$ cat config.mk
export PLATFORM = sky130hd
export DESIGN_NAME = id_exe_shift_reg
export DESIGN_NICKNAME = d
export VERILOG_FILES = /design/src/rtl/id_exe_shift_reg_pkg.sv /design/src/rtl/id_exe_shift_reg_pipe_en_reg.sv /design/src/rtl/id_exe_shift_reg.sv
export SDC_FILE = /design/constraint.sdc
export NUM_CORES = 1
export LEC_CHECK = 0
export CAP_MARGIN = 20
export CORE_AREA = 2 2 137 139
export DETAILED_ROUTE_END_ITERATION = 8
export DIE_AREA = 0 0 139 141
export PLACE_DENSITY = 0.8
export SETUP_SLACK_MARGIN = 0.5
export SYNTH_ARGS = -nofsm -noshare
export SYNTH_HDL_FRONTEND = slang
export SYNTH_SLANG_ARGS = --single-unit
$ cat constraint.sdc
create_clock -name clock -period 1.96 [get_ports clock]
set_clock_uncertainty 0.05 [all_clocks]
set_input_delay 0.196 -clock clock [delete_from_list [all_inputs] [get_ports clock]]
set_output_delay 0.196 -clock clock [all_outputs]
set_load 0.02 [all_outputs]
$ cat src/rtl/id_exe_shift_reg_pkg.sv
// Shared definitions for the ID/EXE pipeline register.
//   - ALU control encodings driven on d_aluc / e_aluc
//   - shift direction constants
//   - control / data word layouts and the bubble (NOP) control word
//   - default width of the bubble counter
package id_exe_shift_reg_pkg;

    localparam int CNT_W_DEF = 16;

    localparam logic [3:0] ALUC_ADD = 4'b0000;
    localparam logic [3:0] ALUC_SUB = 4'b0100;
    localparam logic [3:0] ALUC_AND = 4'b0001;
    localparam logic [3:0] ALUC_OR  = 4'b0101;
    localparam logic [3:0] ALUC_XOR = 4'b0010;
    localparam logic [3:0] ALUC_LUI = 4'b0110;
    localparam logic [3:0] ALUC_SLL = 4'b0011;
    localparam logic [3:0] ALUC_SRL = 4'b0111;
    localparam logic [3:0] ALUC_SRA = 4'b1111;

    localparam logic SH_LEFT  = 1'b0;
    localparam logic SH_RIGHT = 1'b1;

    typedef struct packed {
        logic       valid;
        logic [3:0] aluc;
        logic [4:0] rn;
        logic       aluimm;
        logic       wreg;
        logic       m2reg;
        logic       wmem;
        logic       jal;
        logic       shift;
        logic [4:0] sh_sa;
        logic       sh_right;
        logic       sh_arith;
    } ctrl_t;

    typedef struct packed {
        logic [31:0] a;
        logic [31:0] b;
        logic [31:0] imm;
        logic [31:0] pc4;
        logic [31:0] sh_d;
    } data_t;

    // A bubble is an all-zero control word; the register sync clear
    // produces exactly this value.
    localparam ctrl_t CTRL_NOP = '0;

    // Variable shifts take only the low five bits of rs (amount mod 32).
    function automatic logic [4:0] sh_amount(input logic is_var,
                                             input logic [31:0] a,
                                             input logic [4:0] sa);
        return is_var ? a[4:0] : sa;
    endfunction

endpackage

$ cat src/rtl/id_exe_shift_reg_pipe_en_reg.sv
// Generic pipeline register with async active-low clear, enable and
// synchronous clear.
//   i_clk   - rising-edge clock
//   i_rst_n - async active-low clear
//   i_en    - load enable; low holds the current value
//   i_clr   - sync clear, takes effect only while enabled
//   i_d     - next value
//   o_q     - registered value
module pipe_en_reg #(
    parameter int W = 8
) (
    input  logic         i_clk,
    input  logic         i_rst_n,
    input  logic         i_en,
    input  logic         i_clr,
    input  logic [W-1:0] i_d,
    output logic [W-1:0] o_q
);

    always_ff @(posedge i_clk or negedge i_rst_n) begin
        if (!i_rst_n)
            o_q <= '0;
        else if (i_en)
            o_q <= i_clr ? '0 : i_d;
    end

endmodule

$ cat src/rtl/id_exe_shift_reg.sv
// ID/EXE pipeline register feeding the EXE barrel shifter and ALU.
// Captures decoded operands/controls, inserts bubbles on stall/flush,
// holds while EXE is busy, and pre-resolves the shifter operands.
// Ports:
//   clock, resetn           - clock, async active-low reset
//   stall, flush, ex_busy   - pipeline control (ex_busy has priority)
//   d_*                     - decoded ID-stage operands and controls
//   e_*                     - registered EXE-stage operands and controls
//   e_sh_*                  - resolved shifter inputs (zero when not a shift)
//   e_valid                 - EXE holds a real instruction
//   bubble_cnt              - saturating count of inserted bubbles
module id_exe_shift_reg
    import id_exe_shift_reg_pkg::*;
#(
    parameter int CNT_W = CNT_W_DEF
) (
    input  logic             clock,
    input  logic             resetn,
    input  logic             stall,
    input  logic             flush,
    input  logic             ex_busy,
    input  logic [31:0]      d_a,
    input  logic [31:0]      d_b,
    input  logic [31:0]      d_imm,
    input  logic [31:0]      d_pc4,
    input  logic [4:0]       d_sa,
    input  logic             d_shift,
    input  logic             d_right,
    input  logic             d_arith,
    input  logic             d_var,
    input  logic [3:0]       d_aluc,
    input  logic             d_aluimm,
    input  logic             d_wreg,
    input  logic             d_m2reg,
    input  logic             d_wmem,
    input  logic             d_jal,
    input  logic [4:0]       d_rn,
    output logic [31:0]      e_a,
    output logic [31:0]      e_b,
    output logic [31:0]      e_imm,
    output logic [31:0]      e_pc4,
    output logic [3:0]       e_aluc,
    output logic [4:0]       e_rn,
    output logic             e_aluimm,
    output logic             e_wreg,
    output logic             e_m2reg,
    output logic             e_wmem,
    output logic             e_jal,
    output logic             e_shift,
    output logic [31:0]      e_sh_d,
    output logic [4:0]       e_sh_sa,
    output logic             e_sh_right,
    output logic             e_sh_arith,
    output logic             e_valid,
    output logic [CNT_W-1:0] bubble_cnt
);

    logic             w_en;
    logic             w_bubble;
    logic             w_cnt_en;
    ctrl_t            w_ctrl_d, w_ctrl_q;
    data_t            w_data_d, w_data_q;
    logic [CNT_W-1:0] w_cnt_d, w_cnt_q;

    assign w_en     = ~ex_busy;
    assign w_bubble = stall | flush;

    always_comb begin
        w_data_d      = '0;
        w_data_d.a    = d_a;
        w_data_d.b    = d_b;
        w_data_d.imm  = d_imm;
        w_data_d.pc4  = d_pc4;
        w_data_d.sh_d = d_shift ? d_b : 32'd0;

        w_ctrl_d        = CTRL_NOP;
        w_ctrl_d.valid  = 1'b1;
        w_ctrl_d.aluc   = d_aluc;
        w_ctrl_d.rn     = d_rn;
        w_ctrl_d.aluimm = d_aluimm;
        w_ctrl_d.wreg   = d_wreg;
        w_ctrl_d.m2reg  = d_m2reg;
        w_ctrl_d.wmem   = d_wmem;
        w_ctrl_d.jal    = d_jal;
        w_ctrl_d.shift  = d_shift;
        // Non-shift ops leave the shifter inputs at zero so it stays quiet.
        if (d_shift) begin
            w_ctrl_d.sh_sa    = sh_amount(d_var, d_a, d_sa);
            w_ctrl_d.sh_right = d_right ? SH_RIGHT : SH_LEFT;
            // Arithmetic only matters for right shifts; left is always logical.
            w_ctrl_d.sh_arith = d_arith & d_right;
        end
    end

    pipe_en_reg #(.W($bits(data_t))) u_data (
        .i_clk(clock), .i_rst_n(resetn), .i_en(w_en), .i_clr(w_bubble),
        .i_d(w_data_d), .o_q(w_data_q)
    );

    pipe_en_reg #(.W($bits(ctrl_t))) u_ctrl (
        .i_clk(clock), .i_rst_n(resetn), .i_en(w_en), .i_clr(w_bubble),
        .i_d(w_ctrl_d), .o_q(w_ctrl_q)
    );

    // Counter advances once per accepted bubble and freezes at all-ones.
    assign w_cnt_en = w_en & w_bubble & ~(&w_cnt_q);
    assign w_cnt_d  = w_cnt_q + 1'b1;

    pipe_en_reg #(.W(CNT_W)) u_cnt (
        .i_clk(clock), .i_rst_n(resetn), .i_en(w_cnt_en), .i_clr(1'b0),
        .i_d(w_cnt_d), .o_q(w_cnt_q)
    );

    assign e_a        = w_data_q.a;
    assign e_b        = w_data_q.b;
    assign e_imm      = w_data_q.imm;
    assign e_pc4      = w_data_q.pc4;
    assign e_sh_d     = w_data_q.sh_d;
    assign e_valid    = w_ctrl_q.valid;
    assign e_aluc     = w_ctrl_q.aluc;
    assign e_rn       = w_ctrl_q.rn;
    assign e_aluimm   = w_ctrl_q.aluimm;
    assign e_wreg     = w_ctrl_q.wreg;
    assign e_m2reg    = w_ctrl_q.m2reg;
    assign e_wmem     = w_ctrl_q.wmem;
    assign e_jal      = w_ctrl_q.jal;
    assign e_shift    = w_ctrl_q.shift;
    assign e_sh_sa    = w_ctrl_q.sh_sa;
    assign e_sh_right = w_ctrl_q.sh_right;
    assign e_sh_arith = w_ctrl_q.sh_arith;
    assign bubble_cnt = w_cnt_q;

endmodule

==> run_results.csv <==
group,metric,value,unit
sta,period_needed,1530,ps
cells_and_area,fillers,1443,
cts,cts-root-buf,"clkbuf_16",
placed_design,io_buffers,354,
detailed_routing,wirelength,21400,um
sta,fin_hold_ws,58.6,ps
logic_synthesis,ys.flop_type,"dfrtp_1",
floorplanning,start_util,39.8,%
worst_hold_path,hp-class,"in -> reg",
worst_setup_path,max_stage_delay,390,ps
cells_and_area,regArea,0.00499,mm^2
pwr,switching_share,29.0,%
grt,grt_start_max_net_pins,179,
grt,first_global_vias,5933,
pwr,pwr-share-clk,34.7,%
outcome,outcome,"completed",
sta,drv_slew,0,
cells_and_area,post-route-util,63.4,%
cells_and_area,mostFrequentLayoutCell,"dfrtp_1",
cells_and_area,diodes,0,
cts,clkTransAtPathRegs,80,ps
worst_setup_path,slowest_stage,"dfrtp_2",
logic_synthesis,synthArstFlopShare,100,%
worst_setup_path,path_delay_family,"simple AND/OR/NAND/NOR gates",
floorplanning,core,0.0183,mm^2
grt,grt.met3_usage,6.93,%
sta,fin_setup_tns,0,ps
logic_synthesis,ys_top_cells_by_area,"dfrtp_1, a22o_1, clkbuf_1",
cts,cts.sink_count,199,
flow_run,maxCapViolCount,0,
floorplanning,num_io_pins,355,
worst_setup_path,critPathBufInv,0,
worst_setup_path,critical_path_class,"reg -> reg",
logic_synthesis,syn_inst,498,
logic_synthesis,syn-num-nets,655,
floorplanning,num_rows,50,
cts,clk_latency,430,ps
cells_and_area,layout-drive-gt1-share,11.5,%
logic_synthesis,ys_warn_count,0,
worst_setup_path,crit_fanout,3,
grt,grt_pass1_wl,33300,um
pwr,p_total,9.73,mW
logic_synthesis,ys_seq_area_share,68.4,%
grt,use_met1,27.6,%
sta,rsz0062_at_grt,"yes",
cells_and_area,syn2layout_area_growth,59.3,%
grt,grt.total_usage,21.5,%
detailed_routing,first_pass_iters,4,
pwr,power_density,839,mW/mm^2
logic_synthesis,ys_ff_latch,199,
logic_synthesis,syn_area,0.00728,mm^2
pwr,vdd_drop_max,0.569,mV
sta,slew-limit-headroom,43.9,%
detailed_routing,final_antenna_net_count,0,
logic_synthesis,synth_top_area_share,68.4,%
worst_setup_path,crit_required,2230,ps
detailed_routing,avgRoutedWirePerCell,19.4,um
worst_setup_path,crit_chain,"ha_4 -> nand3_4 -> nor4_4 -> a21boi_2 -> mux2_4",
logic_synthesis,synth_edf_count,0,
logic_synthesis,synth.largest_area_cell,"dfrtp_1",
pwr,intPower,6.91,mW
floorplanning,die_w,139,um
logic_synthesis,syn-mean-instance-area,14.6,um^2
worst_setup_path,startpoint_type,"register",
sta,worstMarginPinSlew,841,ps
grt,antenna_found_initial,0,
grt,grt.busiest_layer,"met2",
detailed_routing,drt-initial-drc-count,256,
cts,cts_buffers,17,
logic_synthesis,synth.distinct_cells,37,
worst_setup_path,cp_data_arrival_time,1800,ps
sta,hold_violations,0,
cells_and_area,finalNetCount,1011,
pwr,p_leak,6.01,nW
sta,setup_viol,0,
sta,fin_crit_sh,78.1,%
worst_setup_path,critPathCaptureType,"register",
cts,cts_tree,"yes",
sta,max_freq,653,MHz
placed_design,dp_hpwl,14900,um
cts,htree_levels,4,
placed_design,globalplace.congestion,0.829,
pwr,power_frac_seq,47.0,%
detailed_routing,vias,5729,
floorplanning,fp.dieH,141,um
pwr,switching_power,2.82,mW
cts,cts_buffer_depth,2,
grt,met2_usage,35.0,%
cells_and_area,most-common-layout-cells,"dfrtp_1, dlygate4sd2_1, a22o_1",
grt,overflow,0,
cells_and_area,multi_input_area,0.00219,mm^2
detailed_routing,vias_per_cell,5.20,
detailed_routing,drcViolationCount,0,
pwr,combPwrFrac,18.2,%
floorplanning,die_area,0.0196,mm^2
[worst reg2reg max path: cells and delay by family (launching register included)]
kind	cells	cell delay, ps
muxes	1	310
adders and majority gates	1	160
AOI/OAI and AO/OA	1	110
and+or+nand+nor	2	400
DFF	1	390
[metal layers]
layer | part of all wire (%) | routed length, um | vias to the layer above
li1 | - | - | 2631
met5 | 0 | 0 | -
met4 | 2.2 | 472 | 0
met1 | 42 | 8950 | 2825
met3 | 7.2 | 1550 | 34
met2 | 49 | 10400 | 239
[layout make-up]
type                       instances  area share (%)
multi-input combinational        257            18.9
tap                              234            2.53
clock buffer                      17            3.67
timing repair buffer             379            30.6
sequential                       199            43.1
clock inverter                    15            1.24
[stage by stage]
| step | cells | area [um^2] | setup slack (ps) |
|---|---|---|---|
| 2_1_floorplan | 498 | 7300 | 204 |
| 3_3_place_gp | 1061 | 11200 | 59.3 |
| 3_5_place_dp | 1061 | 11200 | 31.3 |
| 4_1_cts | 1097 | 11600 | 387 |
| 5_1_grt | 1101 | 11600 | 354 |
| 6_report | 1101 | 11600 | 429 |
[cells by family (layout without fill, tap and decap cells)]
kind of cell / after synthesis / after routing / share of synthesized area [%]
mux: 7 / 7 / 1.05
xor+xnor: 11 / 11 / 1.32
flops: 199 / 199 / 68.4
fa+ha+maj: 1 / 1 / 0.172
simple gates: 45 / 45 / 3.96
compound gates: 193 / 193 / 22.6
buf+inv: 42 / 411 / 2.41
[cell usage after synthesis (2+ instances only)]
library cell / number
clkbuf_1: 29
dfrtp_1: 199
nand4_1: 5
nand3_2: 2
xnor2_1: 3
xor2_1: 8
a21oi_1: 4
and4_1: 2
buf_2: 11
nand2_1: 14
a22o_1: 175
nor3_1: 3
mux2i_1: 5
nor2_1: 5
o21ai_0: 8
nand3_1: 4
[registers in the layout, summed over array words and instances, names as in the netlist]
| signal | cells |
|---|---|
| u_ctrl.o_q | 23 |
| u_data.o_q | 160 |
| u_cnt.o_q | 16 |
[power groups by stage]
stage / Combinational (mW) / Sequential, mW / Clock [mW]
after floorplan: 0.448 / 4.98 / 0
after global placement: 1.85 / 4.68 / 0
after detailed placement: 1.87 / 4.68 / 0
after CTS: 1.78 / 4.57 / 3.45
after global routing: 1.90 / 4.61 / 3.62
final: 1.77 / 4.58 / 3.38
[repair_timing]
| action | 4_1_cts | 5_1_grt |
|---|---|---|
| pin swaps | 9 | 10 |
| setup endpoints to repair | 212 | 33 |
| hold endpoints to repair | 52 | 0 |
| setup buffers | 3 | 4 |
| hold buffers | 1 | 0 |
| gates resized for setup | 230 | 22 |
[final timing paths]
check / endpoint / slack [ps] / cells after the start / from
min in group asynchronous: u_data.o_q[114] / 250 / 2 / resetn
worst max register to register: u_cnt.o_q[1] / 430 / 5 / u_cnt.o_q[0]
worst min register to register: u_ctrl.o_q[3] / 440 / 2 / u_ctrl.o_q[3]
worst max-delay path: u_cnt.o_q[1] / 430 / 5 / u_cnt.o_q[0]
max in group asynchronous: u_data.o_q[83] / 910 / 3 / resetn
worst min-delay path: u_data.o_q[46] / 60 / 2 / ex_busy
No activity file was read; power rests on OpenSTA's default activity.
